### config.mk
export PLATFORM = sky130hd
export DESIGN_NAME = cpu_fetch_unit
export DESIGN_NICKNAME = d
export VERILOG_FILES = /design/src/rtl/cpu_pkg.sv /design/src/rtl/cpu_pc_counter.sv /design/src/rtl/cpu_fetch_unit.sv
export SDC_FILE = /design/constraint.sdc
export NUM_CORES = 1
export LEC_CHECK = 0
export CAP_MARGIN = 30
export CORE_ASPECT_RATIO = 0.6
export CORE_MARGIN = 2
export CORE_UTILIZATION = 35
export CTS_CLUSTER_SIZE = 14
export DETAILED_ROUTE_END_ITERATION = 6
export PLACE_DENSITY = 0.77
export SLEW_MARGIN = 20
export SYNTH_ARGS = -nofsm -noshare
export SYNTH_HDL_FRONTEND = slang
export SYNTH_SLANG_ARGS = --single-unit
### constraint.sdc
create_clock -name clk -period 1.8 [get_ports clk]
set_clock_uncertainty 0.1 [all_clocks]
set_input_delay 0.27 -clock clk [delete_from_list [all_inputs] [get_ports clk]]
set_output_delay 0.27 -clock clk [all_outputs]
set_load 0.05 [all_outputs]
### src/rtl/cpu_pkg.sv
// cpu_pkg: definitions shared by the CPU datapath blocks and the controller.
//   - fetch_state_t : instruction-fetch FSM states
//   - CPU_*_W       : default datapath widths
//   - OPC_*         : opcode encodings understood by cpu_controller
package cpu_pkg;

  localparam int CPU_PC_W    = 8;
  localparam int CPU_INSTR_W = 16;
  localparam int CPU_OPC_W   = 4;

  typedef enum logic {
    FETCH_IDLE = 1'b0,
    FETCH_REQ  = 1'b1
  } fetch_state_t;

  // Opcode map (top CPU_OPC_W bits of an instruction).
  localparam logic [CPU_OPC_W-1:0] OPC_NOP   = 4'h0;
  localparam logic [CPU_OPC_W-1:0] OPC_LOAD  = 4'h1;
  localparam logic [CPU_OPC_W-1:0] OPC_STORE = 4'h2;
  localparam logic [CPU_OPC_W-1:0] OPC_ADD   = 4'h3;
  localparam logic [CPU_OPC_W-1:0] OPC_SUB   = 4'h4;
  localparam logic [CPU_OPC_W-1:0] OPC_AND   = 4'h5;
  localparam logic [CPU_OPC_W-1:0] OPC_OR    = 4'h6;
  localparam logic [CPU_OPC_W-1:0] OPC_XOR   = 4'h7;
  localparam logic [CPU_OPC_W-1:0] OPC_JMP   = 4'h8;
  localparam logic [CPU_OPC_W-1:0] OPC_JZ    = 4'h9;
  localparam logic [CPU_OPC_W-1:0] OPC_JNZ   = 4'hA;
  localparam logic [CPU_OPC_W-1:0] OPC_HALT  = 4'hF;

endpackage

### src/rtl/cpu_pc_counter.sv
// cpu_pc_counter: program counter register.
//   clk, rst_n : clock, asynchronous active-low reset (pc -> RESET_VAL)
//   en         : gates both load and inc
//   load       : pc <= load_val (wins over inc)
//   inc        : pc <= pc + 1, wrapping modulo 2^W
//   load_val   : branch target
//   pc         : current program counter (registered)
module cpu_pc_counter #(
  parameter int           W         = 8,
  parameter logic [W-1:0] RESET_VAL = '0
) (
  input  logic         clk,
  input  logic         rst_n,
  input  logic         en,
  input  logic         load,
  input  logic         inc,
  input  logic [W-1:0] load_val,
  output logic [W-1:0] pc
);

  localparam logic [W-1:0] ONE = W'(1);

  logic [W-1:0] pc_reg;
  logic [W-1:0] pc_next;

  always_comb begin
    pc_next = pc_reg;
    if (en) begin
      if (load) begin
        pc_next = load_val;
      end else if (inc) begin
        // Natural W-bit overflow gives the required wrap to zero.
        pc_next = pc_reg + ONE;
      end
    end
  end

  always_ff @(posedge clk or negedge rst_n) begin
    if (!rst_n) begin
      pc_reg <= RESET_VAL;
    end else begin
      pc_reg <= pc_next;
    end
  end

  assign pc = pc_reg;

endmodule

### src/rtl/cpu_fetch_unit.sv
// cpu_fetch_unit: instruction-fetch responder for cpu_controller.
// Owns PC and IR, runs one outstanding req/ack read against instruction
// memory and reports the fetched opcode back to the controller.
//   clk, rst_n           : clock, asynchronous active-low reset
//   en                   : strobe enable (loadPC/incPC/loadIR ignored when 0)
//   loadPC, incPC        : PC load (priority) / increment
//   loadIR               : start a fetch at the current PC
//   jump_addr            : branch target for loadPC
//   mem_req, mem_addr    : read request / address, held until mem_ack
//   mem_ack, mem_rdata   : read data strobe / data
//   opcode_out           : IR[INSTR_W-1 -: OPC_W]
//   operand_out          : IR low field
//   pc_out               : current PC
//   busy                 : fetch outstanding
//   ovr                  : sticky, loadIR seen while a fetch was outstanding
module cpu_fetch_unit
  import cpu_pkg::*;
#(
  parameter int              PC_W     = CPU_PC_W,
  parameter int              INSTR_W  = CPU_INSTR_W,
  parameter int              OPC_W    = CPU_OPC_W,
  parameter logic [PC_W-1:0] RESET_PC = '0
) (
  input  logic                     clk,
  input  logic                     rst_n,
  input  logic                     en,
  input  logic                     loadPC,
  input  logic                     incPC,
  input  logic                     loadIR,
  input  logic [PC_W-1:0]          jump_addr,
  output logic                     mem_req,
  output logic [PC_W-1:0]          mem_addr,
  input  logic                     mem_ack,
  input  logic [INSTR_W-1:0]       mem_rdata,
  output logic [OPC_W-1:0]         opcode_out,
  output logic [INSTR_W-OPC_W-1:0] operand_out,
  output logic [PC_W-1:0]          pc_out,
  output logic                     busy,
  output logic                     ovr
);

  fetch_state_t        state_reg;
  fetch_state_t        state_next;
  logic [PC_W-1:0]     addr_reg;
  logic [PC_W-1:0]     addr_next;
  logic [INSTR_W-1:0]  ir_reg;
  logic [INSTR_W-1:0]  ir_next;
  logic                ovr_reg;
  logic                ovr_next;
  logic [PC_W-1:0]     pc_cur;

  // PC lives in its own block so the branch unit can reuse it.
  cpu_pc_counter #(
    .W         (PC_W),
    .RESET_VAL (RESET_PC)
  ) u_pc (
    .clk      (clk),
    .rst_n    (rst_n),
    .en       (en),
    .load     (loadPC),
    .inc      (incPC),
    .load_val (jump_addr),
    .pc       (pc_cur)
  );

  // Next-state logic. The address latch captures pc_cur, which is the PC
  // before any same-edge loadPC/incPC, so a FETCH cycle (loadIR+incPC)
  // reads the old PC while the counter advances.
  always_comb begin
    state_next = state_reg;
    addr_next  = addr_reg;
    ir_next    = ir_reg;
    ovr_next   = ovr_reg;
    unique case (state_reg)
      FETCH_IDLE: begin
        if (en && loadIR) begin
          state_next = FETCH_REQ;
          addr_next  = pc_cur;
        end
      end
      FETCH_REQ: begin
        // Completion does not depend on en: the bus is never abandoned.
        if (mem_ack) begin
          ir_next    = mem_rdata;
          state_next = FETCH_IDLE;
        end
        if (en && loadIR) begin
          ovr_next = 1'b1;
        end
      end
      default: begin
        state_next = FETCH_IDLE;
      end
    endcase
  end

  always_ff @(posedge clk or negedge rst_n) begin
    if (!rst_n) begin
      state_reg <= FETCH_IDLE;
      addr_reg  <= '0;
      ir_reg    <= '0;
      ovr_reg   <= 1'b0;
    end else begin
      state_reg <= state_next;
      addr_reg  <= addr_next;
      ir_reg    <= ir_next;
      ovr_reg   <= ovr_next;
    end
  end

  // Outputs decode flops only; nothing flows combinationally from inputs.
  assign mem_req     = (state_reg == FETCH_REQ);
  assign busy        = (state_reg == FETCH_REQ);
  assign mem_addr    = addr_reg;
  assign opcode_out  = ir_reg[INSTR_W-1 -: OPC_W];
  assign operand_out = ir_reg[INSTR_W-OPC_W-1:0];
  assign pc_out      = pc_cur;
  assign ovr         = ovr_reg;

endmodule

* Yosys cells after proc, flatten, opt, wreduce, memory -nomap -nowiden
Index checks and enable logic that the tools add are counted.
Cells by class: muxes and demuxes 5, add/subtract/negate cells 1, div/mod/pow operators 0, $lt $le $gt $ge 0, bitwise gates (word level) 1, shift-type cells 0, multipliers 0, equality and inequality tests 0, reductions and logical operators 6
Operators with widths (number):
- $mux W8 | 2
- $add A8 B1 Y8 const B | 1
- $reduce_and A2 Y1 | 4
- $mux W1 | 2
- $pmux W1 S2 | 1
- $reduce_bool A2 Y1 | 1
- $logic_and A1 B1 Y1 | 1
- $not A1 Y1 | 1
Word-level totals: memories 0, bits in read-only memories 0, register bits after elaboration 34, input bits 31, bits in latches 0, bits in writable memories 0, output and inout port bits 35

* Depth between registers and ports, before layout
Gate-level depths: netlist of run 1.
depth after elaboration 3, depth in mapped cells 4, mapped depth without buffers 4

* By module
Synthesis of run 1 repeated with hierarchy kept, for this count alone.
Unflattened totals: cells, all modules 112, area total of the unflattened synthesis 1512.7 um^2
Modules (own cells, without submodules):
- cpu_fetch_unit | times used 1, cells an instance 57, area each 1026.0 um^2
- cpu_pc_counter | times used 1, cells an instance 55, area each 486.7 um^2

* Least setup slack after synthesis of run 1
No wires, ideal clock.
kind flip-flop to flip-flop, start register u_pc.pc_reg[2], in the netlist u_pc.pc[2], end register u_pc.pc_reg[5], in the netlist u_pc.pc[5], data arrival time 1.561 ns, setup time 0.070 ns, required time 1.630 ns, setup slack 0.070 ns, stages on the path, launching flop included 5, cells stage by stage dfrtp_1 -> buf_2 -> nand3_1 -> or4b_1 -> nand3_1
On the way: cells in the longest elaborated chain, start to end 3
RTL lines:
- start: declaration | line cpu_pc_counter.sv:23 | logic [W-1:0] pc_reg;
- start signal: assignment | line cpu_pc_counter.sv:42 | pc_reg <= pc_next;
- $add A8 B1 Y8 | line cpu_pc_counter.sv:33 | pc_next = pc_reg + ONE;
- $mux W8 | line cpu_pc_counter.sv:31 | end else if (inc) begin
- $mux W8 | line cpu_pc_counter.sv:29 | if (load) begin
Every way passes these cells. The select of a mux whose other input is x is not followed. A chain may end at the register's enable or synchronous reset.

* Worst setup path after layout of run 1
Ends and elaborated chain as after synthesis.

==> impl_summary.txt, run 1 <==
----------------------------------------------------
[Floorplan]
  I/O pins ... 66
  Total number of placement rows ... 18
  Die width ... 87.9 microns
  Area of the core ... 0.00408 sq mm
  Initial standard-cell utilization of the core ... 36.2%
  Vertical die dimension ... 54.3 microns
  DIE AREA ... 0.00477 sq mm

[Detailed routing]
  Antenna violation net count after detailed routing ... 0
  Routed WL ... 3660 microns
  Drt pass-1 iters ... 6
  Initial DRC Count ... 44
  Vias per cell ... 4.79
  Vias ... 1221
  Post-route DRC violation count ... 0
  Routed len/inst ... 14.4 microns

[Timing]
  Fin Setup TNS ... 0 ns
  Final worst-path cycle share ... 84.8%
  Slew margin rel. ... 72.3%
  Count of endpoints failing setup in the final report ... 0
  Max-slew violation count ... 0
  Period minus WS final ... 1.53 ns
  Maximum operating frequency ... 655 MHz
  Setup repair after global routing missed its margin ... false
  Final hold vios ... 0
  Slew at the pin closest to its max-slew limit ... 0.415 ns

[Worst setup path]
  Start of the worst register-to-register path ... u_pc.pc[2]
  Worst Reg-to-Reg Cells ... 3
  Worst setup path endpoint ... u_pc.pc[5]
  Critical Path Sink Type ... flop
  Endpoint required time on the critical path ... 1.91 ns
  Critical Path Fanout Max ... 10
  Crit. Startpoint ... u_pc.pc[2]
  Kind of start point of the critical path ... flop
  Path type of the worst setup path ... flop to flop
  Worst reg2reg setup slack ... 0.27 ns
  Critical R2R Capture ... u_pc.pc[5]
  Endpoint arrival time on the critical path ... 1.64 ns

[Status]
  Outcome ... complete, no violations

[Global routing]
  Most Used Layer, Global Route ... met2
  Routing usage on met1 ... 20.1%
  Global Route met3 Usage ... 6.49%
  Number of global-route vias before repair ... 1280
  GRT Residual Overflow ... 0
  Maximum number of pins on one net before global-route repair ... 35
  Met2 Resource Use GR ... 26.6%
  Wire length of the first global-routing pass ... 5870 microns
  Number of antenna violations at the first check in global routing ... 0
  GRT Resource Usage Total ... 16.4%

[Clocking]
  Hold-fix buffer count after cts ... 0
  Clock insertion delay at the later pin of the skew report ... 0.27 ns
  Root Buffer ... sky130_fd_sc_hd__clkbuf_8
  Setup fix buffers added after clock tree synthesis ... 0
  Sinks on Clock Net ... 34
  Number of H-tree levels ... 2
  TritonCTS clock tree ... built
  CTS clk-pin slew, worst paths ... 0.07 ns
  Total clock buffers created by CTS ... 5
  Quantity of gates resized following cts ... 0
  Worst-case clock buffer depth ... 2

[Yosys]
  Number of library cell types mapped by synthesis ... 28
  Synthesized instance count ... 120
  Net count after synthesis ... 152
  Number of synthesized register bits ... 34
  EDFF count, synth ... 0
  Register area share after synthesis ... 57.6%
  Mapped Avg Cell Area ... 12.3 sq um
  Count of yosys warnings during synthesis ... 0
  Post-Syn Area ... 0.00148 sq mm
  Most used flip-flop cell after synthesis ... sky130_fd_sc_hd__dfrtp_1
  Share of synthesized registers carrying an async set or reset ... 100%

[Run]
  Max-Cap Viols ... 0

[Placement]
  Number of port buffers ... 65
  HPWL reported at the end of detailed placement ... 2840 microns
  Final Wtd Congestion ... 0.785
  Cell Area, Placed ... 0.00217 sq mm

[Final layout]
  Max FFs per register ... 16
  Post-synthesis to final-layout area growth ... 52.8%
  Share of final-layout standard cells stronger than drive strength 1 ... 37.9%
  Fin nets ... 226
  Core Util, Final ... 55.4%
  Cell area after layout ... 0.00226 sq mm
  Filler Cell Count ... 351
  Diodes inserted ... 0

[Power and ir drop]
  Worst ir drop on vdd ... 0.451 mV
  Cell Pwr Density ... 1370 mW/mm^2
  Static Leakage ... 1.02 nW

[Min path]
  Worst Hold Class ... primary input to asynchronous set/reset pin

----------------------------------------------------
-- layout make-up --
class,instances,area (sq um),area share (%)
Inverter,3,11.3,0.499
Multi-Input combinational cell,78,589,26.1
Tap cell,60,75.1,3.32
Clock buffer,7,86.3,3.82
Clock inverter,1,5.00,0.222
Sequential cell,34,851,37.7
Timing Repair Buffer,72,641,28.4
-- worst min path at each step --
stage | startpoint | end | slack, ns | cells after the start
floorplan | rst_n | busy | -0.13 | 0
global placement | ovr | ovr | 0.36 | 1
detailed placement | ovr | ovr | 0.37 | 1
CTS | rst_n | ir_reg[14] | 0.31 | 2
global route | rst_n | ir_reg[4] | 0.33 | 2
finish | rst_n | ir_reg[12] | 0.30 | 2
-- report_power, final --
part | switching, mW | internal (mW)
Sequential | 0.160 | 0.955
Combinational | 0.926 | 0.498
Clock | 0.252 | 0.308
Total | 1.34 | 1.76
-- logic make-up (layout without fill, tap and decap cells) --
| kind of cell | count (synthesis) | after routing | share of synthesized area (%) |
|---|---|---|---|
| compound gates | 21 | 21 | 8.72 |
| fa+ha+maj | 1 | 1 | 0.847 |
| buf+inv | 8 | 83 | 2.54 |
| flops | 34 | 34 | 57.6 |
| mux | 26 | 26 | 19.6 |
| simple gates | 30 | 30 | 10.8 |
-- per-stage QoR --
step / instances / hold WS [ns] / worst slack [ns] / total power [mW]
finish: 255 / 0.300 / 0.274 / 3.10
detailed placement: 247 / 0.369 / 0.0660 / 2.56
global placement: 247 / 0.355 / 0.108 / 2.53
CTS: 255 / 0.310 / 0.294 / 3.13
global route: 255 / 0.330 / 0.193 / 3.25
floorplan: 120 / -0.126 / 0.0695 / 2.03
-- Yosys cell counts (all sizes together), types with 2 or more instances --
library cell  count  area (sq um)
nor2              5          18.8
nand3             4          20.0
and3              2          12.5
mux2i             3          30.0
o21ai             6          33.8
nand2             8          30.0
inv               3          11.3
dfrtp            34           851
a21oi             6          30.0
mux2             23           259
nand4             5          31.3
buf               4          22.5
o22ai             4          25.0
-- metal layers --
layer | wire length (microns) | up-vias | part of all wire, %
met5 | 0 | - | 0
met4 | 49 | 0 | 1.3
met3 | 345 | 7 | 9.4
met2 | 1630 | 57 | 45
met1 | 1640 | 572 | 45
li1 | - | 585 | -
-- cell usage in the layout (no fill, tap or decap), types with 3 or more instances in the layout --
cell type                          n
sky130_fd_sc_hd__buf_4            40
sky130_fd_sc_hd__dfrtp_1          34
sky130_fd_sc_hd__clkdlybuf4s50_1  30
sky130_fd_sc_hd__mux2_2           23
sky130_fd_sc_hd__nand2_1           8
sky130_fd_sc_hd__a21oi_1           6
sky130_fd_sc_hd__clkbuf_8          6
sky130_fd_sc_hd__o21ai_0           5
sky130_fd_sc_hd__nor2_1            5
sky130_fd_sc_hd__nand4_1           5
sky130_fd_sc_hd__nand3_1           4
sky130_fd_sc_hd__o22ai_1           4
sky130_fd_sc_hd__inv_1             3
sky130_fd_sc_hd__mux2i_1           3
-- critical path, cell delays in order, from the launching register on --
cell and delay [ns]:
sky130_fd_sc_hd__dfrtp_1 0.57, sky130_fd_sc_hd__nand3_1 0.16, sky130_fd_sc_hd__or4b_1 0.54, sky130_fd_sc_hd__nand3_1 0.10
Note: power is estimated with default switching activity, not from simulation.
==> run 2, diff against run 1 <==
==> constraint.sdc (replaced) <==
create_clock -name clk -period 1.41 [get_ports clk]
set_clock_uncertainty 0.1 [all_clocks]
set_input_delay 0.2115 -clock clk [delete_from_list [all_inputs] [get_ports clk]]
set_output_delay 0.2115 -clock clk [all_outputs]
set_load 0.05 [all_outputs]
==> run 2 against run 1 <==
Register-to-register slack lost 0.21 ns. Non-clock buffer count is 11 higher. Clock power is 32% higher. Wire length increased by 21%. Flip-flop and latch count did not move. Worst hold slack worse by 0.12 ns. Combinational power is 81% higher. Via count up 12%. Cell count up 4.3%. Critical endpoint is now pc_out[5].
==> impl_summary.txt, run 2 (synthesized netlist as in run 1, its figures left out) <==
----------------------------------------------------
[Final layout]
  Filler Cell Count ... 294 (was 351)
  Most frequent cells in the layout ... 37 x sky130_fd_sc_hd__buf_12, 29 x sky130_fd_sc_hd__clkdlybuf4s50_1, 28 x sky130_fd_sc_hd__dfrtp_1, 23 x sky130_fd_sc_hd__mux2_2, 16 x sky130_fd_sc_hd__buf_4 (was 40 x sky130_fd_sc_hd__buf_4, 34 x sky130_fd_sc_hd__dfrtp_1, 30 x sky130_fd_sc_hd__clkdlybuf4s50_1, 23 x sky130_fd_sc_hd__mux2_2, 8 x sky130_fd_sc_hd__nand2_1)
  Diodes inserted ... 0 (unchanged)
  Share of final-layout standard cells stronger than drive strength 1 ... 44.7% (was 37.9%)
  Leading cell type in the layout, fill and taps excluded ... sky130_fd_sc_hd__buf_12 (was sky130_fd_sc_hd__buf_4)
  Post-synthesis to final-layout area growth ... 89.2% (was 52.8%)
  Fin nets ... 237 (was 226)
  Max FFs per register ... 16 (unchanged)
  Layout Cells excl Fill ... 266 (was 255)

[Status]
  Outcome ... complete, no violations (unchanged)

[Global routing]
  Number of antenna violations at the first check in global routing ... 0 (unchanged)
  Number of global-route vias before repair ... 1395 (was 1280)
  GRT Resource Usage Total ... 20.0% (was 16.4%)
  Most Used Layer, Global Route ... met2 (unchanged)
  Routing usage on met1 ... 25.6% (was 20.1%)
  GRT Residual Overflow ... 0 (unchanged)
  Maximum number of pins on one net before global-route repair ... 35 (unchanged)
  Wire length of the first global-routing pass ... 6970 microns (was 5870 microns)
  Met2 Resource Use GR ... 31.7% (was 26.6%)
  Global Route met3 Usage ... 5.28% (was 6.49%)

[Clocking]
  Number of H-tree levels ... 2 (unchanged)
  Worst-case clock buffer depth ... 2 (unchanged)
  Total clock buffers created by CTS ... 5 (unchanged)
  Sinks on Clock Net ... 34 (unchanged)
  TritonCTS clock tree ... built (unchanged)
  Root Buffer ... sky130_fd_sc_hd__clkbuf_8 (unchanged)
  Clock insertion delay at the later pin of the skew report ... 0.28 ns (was 0.27 ns)
  CTS clk-pin slew, worst paths ... 0.07 ns (about the same)

[Placement]
  Placed cell count ... 256 (was 247)
  Final Wtd Congestion ... 1.02 (was 0.785)
  HPWL reported at the end of detailed placement ... 3340 microns (was 2840 microns)
  Number of port buffers ... 65 (unchanged)

[Detailed routing]
  Routed WL ... 4440 microns (was 3660 microns)
  Drt pass-1 iters ... 4 (was 6)
  Antenna violation net count after detailed routing ... 0 (unchanged)
  Post-route DRC violation count ... 0 (unchanged)
  Routed len/inst ... 16.7 microns (was 14.4 microns)
  Initial DRC Count ... 135 (was 44)
  Vias per cell ... 5.13 (was 4.79)
  Vias ... 1364 (was 1221)

[Power and ir drop]
  Static Leakage ... 1.24 nW (was 1.02 nW)
  Cell Pwr Density ... 1730 mW/mm^2 (was 1370 mW/mm^2)
  Part of the power in registers ... 31.4% (was 36.0%)
  Portion of total power attributed to combinational logic ... 53.3% (was 46.0%)
  Worst ir drop on vdd ... 1.04 mV (was 0.451 mV)
  Clock power share ... 15.3% (was 18.1%)
  Internal power ... 2.92 mW (was 1.76 mW)
  Total power ... 4.83 mW (was 3.10 mW)
  Fraction of power spent switching nets ... 39.5% (was 43.2%)
  Switching power of the nets ... 1.91 mW (was 1.34 mW)

[Timing]
  Count of endpoints failing setup in the final report ... 0 (unchanged)
  Period minus WS final ... 1.36 ns
  Setup repair after global routing missed its margin ... false (unchanged)
  Slew margin rel. ... 83.8% (was 72.3%)
  Slew at the pin closest to its max-slew limit ... 0.243 ns (was 0.415 ns)
  Final hold vios ... 0 (unchanged)
  Maximum operating frequency ... 734 MHz
  Final worst-path cycle share ... 96.6%
  Max-slew violation count ... 0 (unchanged)

[Min path]
  Worst Hold Class ... primary input to asynchronous set/reset pin (unchanged)

[Floorplan]
  Area of the core ... 0.00408 sq mm (unchanged)
  Total number of placement rows ... 18 (unchanged)
  I/O pins ... 66 (unchanged)
  Vertical die dimension ... 54.3 microns (unchanged)
  DIE AREA ... 0.00477 sq mm (unchanged)
  Initial standard-cell utilization of the core ... 36.2% (unchanged)
  Die width ... 87.9 microns (unchanged)

[Worst setup path]
  Endpoint arrival time on the critical path ... 1.05 ns (was 1.64 ns)
  Critical Path Sink Type ... output pin (was flop)
  Endpoint required time on the critical path ... 1.10 ns (was 1.91 ns)
  Kind of start point of the critical path ... flop (unchanged)
  Path type of the worst setup path ... flop to output pin (was flop to flop)
  Critical Path Fanout Max ... 5 (was 10)

[Run]
  Max-Cap Viols ... 0 (unchanged)

----------------------------------------------------
[run 2: changes by cell type in the layout (fill, tap and decap cells not counted)]
| cell | before | now |
|---|---|---|
| sky130_fd_sc_hd__dfrtp_2 | 0 | 6 |
| sky130_fd_sc_hd__nand2_4 | 0 | 1 |
| sky130_fd_sc_hd__buf_4 | 40 | 16 |
| sky130_fd_sc_hd__buf_12 | 2 | 37 |
| sky130_fd_sc_hd__dfrtp_1 | 34 | 28 |
| sky130_fd_sc_hd__clkdlybuf4s50_1 | 30 | 29 |
| sky130_fd_sc_hd__nand2_1 | 8 | 7 |
| sky130_fd_sc_hd__dlymetal6s2s_1 | 0 | 1 |
[run 2: metal layers]
layer / vias to the layer above / wire length [microns]
met1: 665 / 1820
met5: - / 0
li1: 606 / -
met3: 22 / 256
met4: 0 / 127
met2: 71 / 2240
[run 2: metrics by stage]
step	util (%)	instance area [sq um]	hold WS (ns)	TNS (ns)	worst slack, ns
4_1_cts	67.9	2770	0.191	0	0.0246
5_1_grt	68.6	2800	0.182	0	0.00121
3_3_place_gp	65.6	2680	0.425	-2.48	-0.178
2_1_floorplan	-	1500	-0.184	-0.567	-0.138
3_5_place_dp	65.6	2680	0.436	-3.71	-0.235
6_report	68.6	2800	0.184	0	0.0482
[run 2: timing repair]
| item | CTS | global route |
|---|---|---|
| gates resized for setup | 0 | 1 |
| setup endpoints to repair | 0 | 5 |
| hold buffers | 0 | 0 |
| buffers inserted | 0 | 2 |
[run 2: power groups by stage]
stage,combinational [mW],sequential [mW],clock (mW)
2_1_floorplan,0.348,2.26,0
3_3_place_gp,2.52,1.51,0
3_5_place_dp,2.56,1.53,0
4_1_cts,2.57,1.52,0.762
5_1_grt,2.67,1.55,0.824
6_report,2.57,1.52,0.738
[run 2: area by class of cell]
| cell class | count | area (sq um) | share of cell area, % |
|---|---|---|---|
| well taps | 60 | 75.1 | 2.68 |
| flip-flops and latches | 34 | 858 | 30.7 |
| multi-input cells | 78 | 597 | 21.3 |
| clock inverters | 1 | 5.00 | 0.179 |
| clock buffers | 7 | 86.3 | 3.09 |
| inverters | 3 | 11.3 | 0.403 |
| repair buffers | 83 | 1160 | 41.6 |
[run 2: worst max-delay path, stage by stage (launching register included)]
cell,delay (ns)
sky130_fd_sc_hd__dfrtp_1,0.44
sky130_fd_sc_hd__buf_4,0.18
sky130_fd_sc_hd__buf_12,0.14
[run 2: path summary, 6_finish.rpt]
check	start	end	slack, ns	cells after the start
worst max-delay path	u_pc.pc[5]	pc_out[5]	0.05	2
worst min-delay path	rst_n	u_pc.pc[5]	0.18	2
worst max register to register	busy	mem_addr[5]	0.06	3
worst min register to register	ovr	ovr	0.45	1
max in group asynchronous	rst_n	u_pc.pc[0]	0.83	2
min in group clk	en	ovr	0.21	2
==> RTL change 1 (settings of run 1) <==
Change the package constant `CPU_PC_W` from 8 to 10.
--- a/src/rtl/cpu_pkg.sv
+++ b/src/rtl/cpu_pkg.sv
@@ -4,7 +4,7 @@
 //   - OPC_*         : opcode encodings understood by cpu_controller
 package cpu_pkg;
 
-  localparam int CPU_PC_W    = 8;
+  localparam int CPU_PC_W    = 10;
   localparam int CPU_INSTR_W = 16;
   localparam int CPU_OPC_W   = 4;
 
Ports: changed (resized jump_addr, mem_addr and pc_out); port bits go from 66 to 72. The function was not compared with the original's and may differ.
==> RTL change 1 against run 1 <==
First-iteration DRC count rose by 36%. Sequential cell count rose by 4. Sequential share of layout area fell by 0.69 points. Synthesized area rose by 17%. Final area rose by 14%. Total power rose by 9.0%. Wire length rose by 15%. Setup slack got worse by 0.0084 ns. Critical path type unchanged. Highest routed layer is now met3.
==> RTL change 1: results (changes against run 1) <==
* **FILL cells** 423, +21%
* **number of nets in the finished design** 256, +13%
* **number of unique standard cell types used by synthesis** 38, +36%
* **M1 WL** 2130 um, +30%
* **Routed met3 length** 359 um, +4.1%
* **via count of the first global-routing pass** 1404, +9.7%
* **total wire length** 4210 um, +15%
* **gpl congestion** 0.924, +18%
* **largest fanout on the critical path** 8, -2
* **count of port buffers added during placement** 71, +9.2%
* **met2 wire len** 1720 um, +5.6%
* **global-route wire length before repair** 6910 um, +18%
* **maximum VDD drop** 667 uV, +48%
* **first-pass detailed-route iteration total** 4, -2
* **Detailed Place HPWL** 3200 um, +13%
* **number of violations reported at the end of detailed-routing iteration 0** 60, +36%
* **LEAKAGE** 1.15 nW, +13%
* **register area share after synthesis** 0.552, -0.0239
* **Vias per Instance** 5.04, +5.2%
* **synthesized netlist cell count** 140, +17%
* **Total Routing Usage GR** 0.163, -0.00144
* **maximum clock frequency** 652 MHz, -0.55%
* **DR top layer** met3
* **share of final-layout standard cells stronger than drive strength 1** 0.392, +0.0124
* **Worst R2R Start** u_pc.pc[4]
* **outcome** finished, final reports clean
* **die outline area** 5520 um^2, +16%
* **slew of the pin with the lowest slew margin** 0.385 ns, -0.0304 ns
* **Inst Count DP** 277, +12%
RTL change 1: logic make-up (layout without fill, tap and decap cells):
| group | count (synthesis) | in the layout | synth area share |
|---|---|---|---|
| multiplexers | 30 | 30 | 0.193 |
| adder cells (fa/ha/maj) | 1 | 1 | 0.00726 |
| AO/OA/AOI/OAI | 26 | 26 | 0.0966 |
| AND/OR/NAND/NOR | 35 | 35 | 0.114 |
| buffers and inverters | 10 | 92 | 0.0370 |
| flip-flops | 38 | 38 | 0.552 |
RTL change 1: area by class of cell:
| type | instances | share of cell area |
|---|---|---|
| inverters | 3 | 0.00438 |
| repair buffers | 82 | 0.289 |
| flip-flops and latches | 38 | 0.370 |
| multi-input cells | 92 | 0.275 |
| clock buffers | 5 | 0.0268 |
| well taps | 63 | 0.0307 |
| clock inverters | 2 | 0.00389 |
RTL change 1: per-layer routing:
layer | vias to the layer above | GRT usage
li1 | 683 | -
met3 | 0 | 0.0576
met2 | 52 | 0.237
met1 | 701 | 0.246
met4 | 0 | 0.0124
met5 | - | 0
RTL change 1: critical path, cell delays in order, from the launching register on:
cell                      delay, ns
sky130_fd_sc_hd__dfrtp_1       0.54
sky130_fd_sc_hd__nand4_2       0.21
sky130_fd_sc_hd__or4_1         0.53
sky130_fd_sc_hd__nand3_1       0.09
RTL change 1: repair_timing:
action	in CTS	in global routing
hold endpoints to repair	16	0
resized for setup	0	0
hold buffers	1	0
endpoints found under the setup margin	0	0
RTL change 1: through the flow:
step	utilization	cell area, um^2
finish	0.552	2570
global route	0.552	2570
global placement	0.533	2480
floorplan	-	1720
CTS	0.552	2570
detailed placement	0.533	2480
RTL change 1: report_power, final:
part	leakage, nW	total, mW	internal, mW	switching, mW
Sequential	0.449	1.23	1.06	0.167
Combinational	0.661	1.60	0.571	1.03
Clock	0.0438	0.549	0.260	0.289
==> RTL change 2 (flow settings as in run 1) <==
Made on the original files. Make the reset (`rst_n`) synchronous in 2 clocked blocks. Comments in the files are not updated.
--- a/src/rtl/cpu_pc_counter.sv
+++ b/src/rtl/cpu_pc_counter.sv
@@ -35,7 +35,7 @@
     end
   end
 
-  always_ff @(posedge clk or negedge rst_n) begin
+  always_ff @(posedge clk) begin
     if (!rst_n) begin
       pc_reg <= RESET_VAL;
     end else begin
--- a/src/rtl/cpu_fetch_unit.sv
+++ b/src/rtl/cpu_fetch_unit.sv
@@ -94,7 +94,7 @@
     endcase
   end
 
-  always_ff @(posedge clk or negedge rst_n) begin
+  always_ff @(posedge clk) begin
     if (!rst_n) begin
       state_reg <= FETCH_IDLE;
       addr_reg  <= '0;
Check against the original RTL: differs if rst_n is asserted again (counterexample within 4 cycles, from zero or initial values and one cycle with rst_n low); with rst_n held inactive, the same outputs for 10 cycles.
==> RTL change 2 against run 1 <==
Synthesized area fell by 4.1%. Final area fell by 5.4%. Critical endpoint is now u_pc.pc[7]. Sequential cell count did not move. Setup slack improved by 0.044 ns. Wire length rose by 2.4%. Utilization rose by 1.3 points. Largest cell class unchanged. Via count rose by 13%.
Power is not compared: it rests on default switching activity, and its combinational part moved more than twofold at a synthesized area within 25%.
==> RTL change 2: results (changes against run 1) <==
* **outcome** finished, final reports clean
* **largest fanout on the critical path** 15, +5
* **maximum number of pins on one net before global-route repair** 31, -11%
* **gpl congestion** 0.832, +5.9%
* **net count of the mapped netlist** 197, +30%
* **synth top area cells** sky130_fd_sc_hd__dfxtp_1, sky130_fd_sc_hd__nand2_1, sky130_fd_sc_hd__a21oi_1, sky130_fd_sc_hd__mux2i_1, sky130_fd_sc_hd__nor2_1
* **average instance area after synthesis** 8.58 um^2, -30%
* **first-pass detailed-route iteration total** 4, -2
* **buffers inserted during post-CTS setup optimization** 0, unchanged
* **cts bufs inserted** 5, unchanged
* **global-route wire length before repair** 5900 um, +0.48%
* **register area share after synthesis** 0.481, -0.0952
* **share of final-layout standard cells stronger than drive strength 1** 0.214, -0.166
* **top cell family by delay on the critical path** buffers and inverters
* **Hold WC Path Type** reg -> reg
* **FILL cells** 353, +0.57%
* **slew of the pin with the lowest slew margin** 0.534 ns, +0.119 ns
* **number of nets in the finished design** 265, +17%
* **number of violations reported at the end of detailed-routing iteration 0** 60, +36%
* **Vias per Instance** 4.92, +2.8%
* **Synth async-reset ratio** 0, -1.00
* **total wire length** 3750 um, +2.4%
* **clock-pin slew reported for the worst setup and hold paths after clock tree synthesis** 0.07 ns, about the same
* **count of port buffers added during placement** 65, unchanged
* **leading register cell type out of synthesis** sky130_fd_sc_hd__dfxtp_1
* **number of diodes** 0, unchanged
* **number of unique standard cell types used by synthesis** 34, +21%
* **via count of the first global-routing pass** 1206, -5.8%
* **post-CTS sizing** 0, unchanged
* **clock latency on the worst-skew pair** 0.28 ns
* **data arrival time of the critical path** 1.54 ns, -0.10 ns
* **number of cells in the finished layout apart from fillers** 281, +10%
* **number of H-tree branching levels** 2, unchanged
* **Total Routing Usage GR** 0.170, +0.00621
* **root buf cell** sky130_fd_sc_hd__clkbuf_8
* **Detailed Place HPWL** 2710 um, -4.5%
* **top cells by instance count after synthesis** sky130_fd_sc_hd__nand2_1, sky130_fd_sc_hd__dfxtp_1, sky130_fd_sc_hd__a21oi_1, sky130_fd_sc_hd__nor2_1, sky130_fd_sc_hd__mux2i_1
* **library cell contributing the largest single delay on the critical path** sky130_fd_sc_hd__clkdlybuf4s50_1
* **remaining global-route overflow** 0, unchanged
* **worst stage delay on the critical path** 0.62 ns, +0.05 ns
[RTL change 2: changes by cell type after synthesis, sizes merged, moves of 5 or more]
cell          run 1  this run
mux2i             3         9
dfrtp            34         0
nand4             5         0
dfxtp             0        34
nand2             8        35
nor2              5        14
mux2             23         0
a21oi             6        18
a31oi             0         5
[RTL change 2: path summary, 6_finish.rpt]
path	start	to	slack (ns)	cells after the start
worst max-delay path	loadPC	u_pc.pc[7]	0.32	5
worst min-delay path	ir_reg[8]	ir_reg[8]	0.35	2
worst max register to register	u_pc.pc[0]	u_pc.pc[6]	0.37	4
worst min register to register	ir_reg[8]	ir_reg[8]	0.35	2
[RTL change 2: report_power, final]
| group | switching, mW | leakage (nW) | internal (mW) |
|---|---|---|---|
| Sequential | 0.0324 | 0.276 | 0.779 |
| Clock | 0.265 | 0.0524 | 0.414 |
| Combinational | 0.180 | 0.566 | 0.135 |
[RTL change 2: per-stage QoR]
step            util  power, mW  worst slack (ns)  area [um^2]
2_1_floorplan      -       1.00             0.183         1420
3_3_place_gp   0.539       1.14            0.0932         2030
3_5_place_dp   0.539       1.14            0.0849         2030
4_1_cts        0.567       1.83             0.348         2140
5_1_grt        0.567       1.89             0.215         2140
6_report       0.567       1.81             0.318         2140
[RTL change 2: area by class of cell]
class	instances	area [um^2]	area share
Sequential cell	34	681	0.319
Multi-Input combinational cell	118	671	0.314
Timing Repair Buffer	71	608	0.285
Clock buffer	7	76.3	0.0357
Tap cell	47	58.8	0.0275
Clock inverter	1	30.0	0.0141
Inverter	3	11.3	0.00527
[RTL change 2: metal layers]
| metal | share of wire | global-route usage | vias up |
|---|---|---|---|
| met1 | 0.51 | 0.242 | 613 |
| met5 | 0 | 0 | - |
| met3 | 0.094 | 0.0671 | 3 |
| met4 | 0.0051 | 0.0556 | 0 |
| met2 | 0.39 | 0.231 | 50 |
| li1 | - | - | 717 |
[RTL change 2: cell families after synthesis]
logic type,after synthesis,share of synthesized area
AO/OA/AOI/OAI,42,0.186
adder cells (fa/ha/maj),1,0.00883
flip-flops,34,0.481
buffers and inverters,13,0.0459
multiplexers,9,0.0636
AND/OR/NAND/NOR,66,0.215
[RTL change 2: worst reg2reg max path, delay by kind of cell, from the launching register on]
family	cells	cell delay, ns
DFF	1	0.48
AOI/OAI and AO/OA	2	0.25
adders and majority gates	1	0.26
and+or+nand+nor	1	0.23
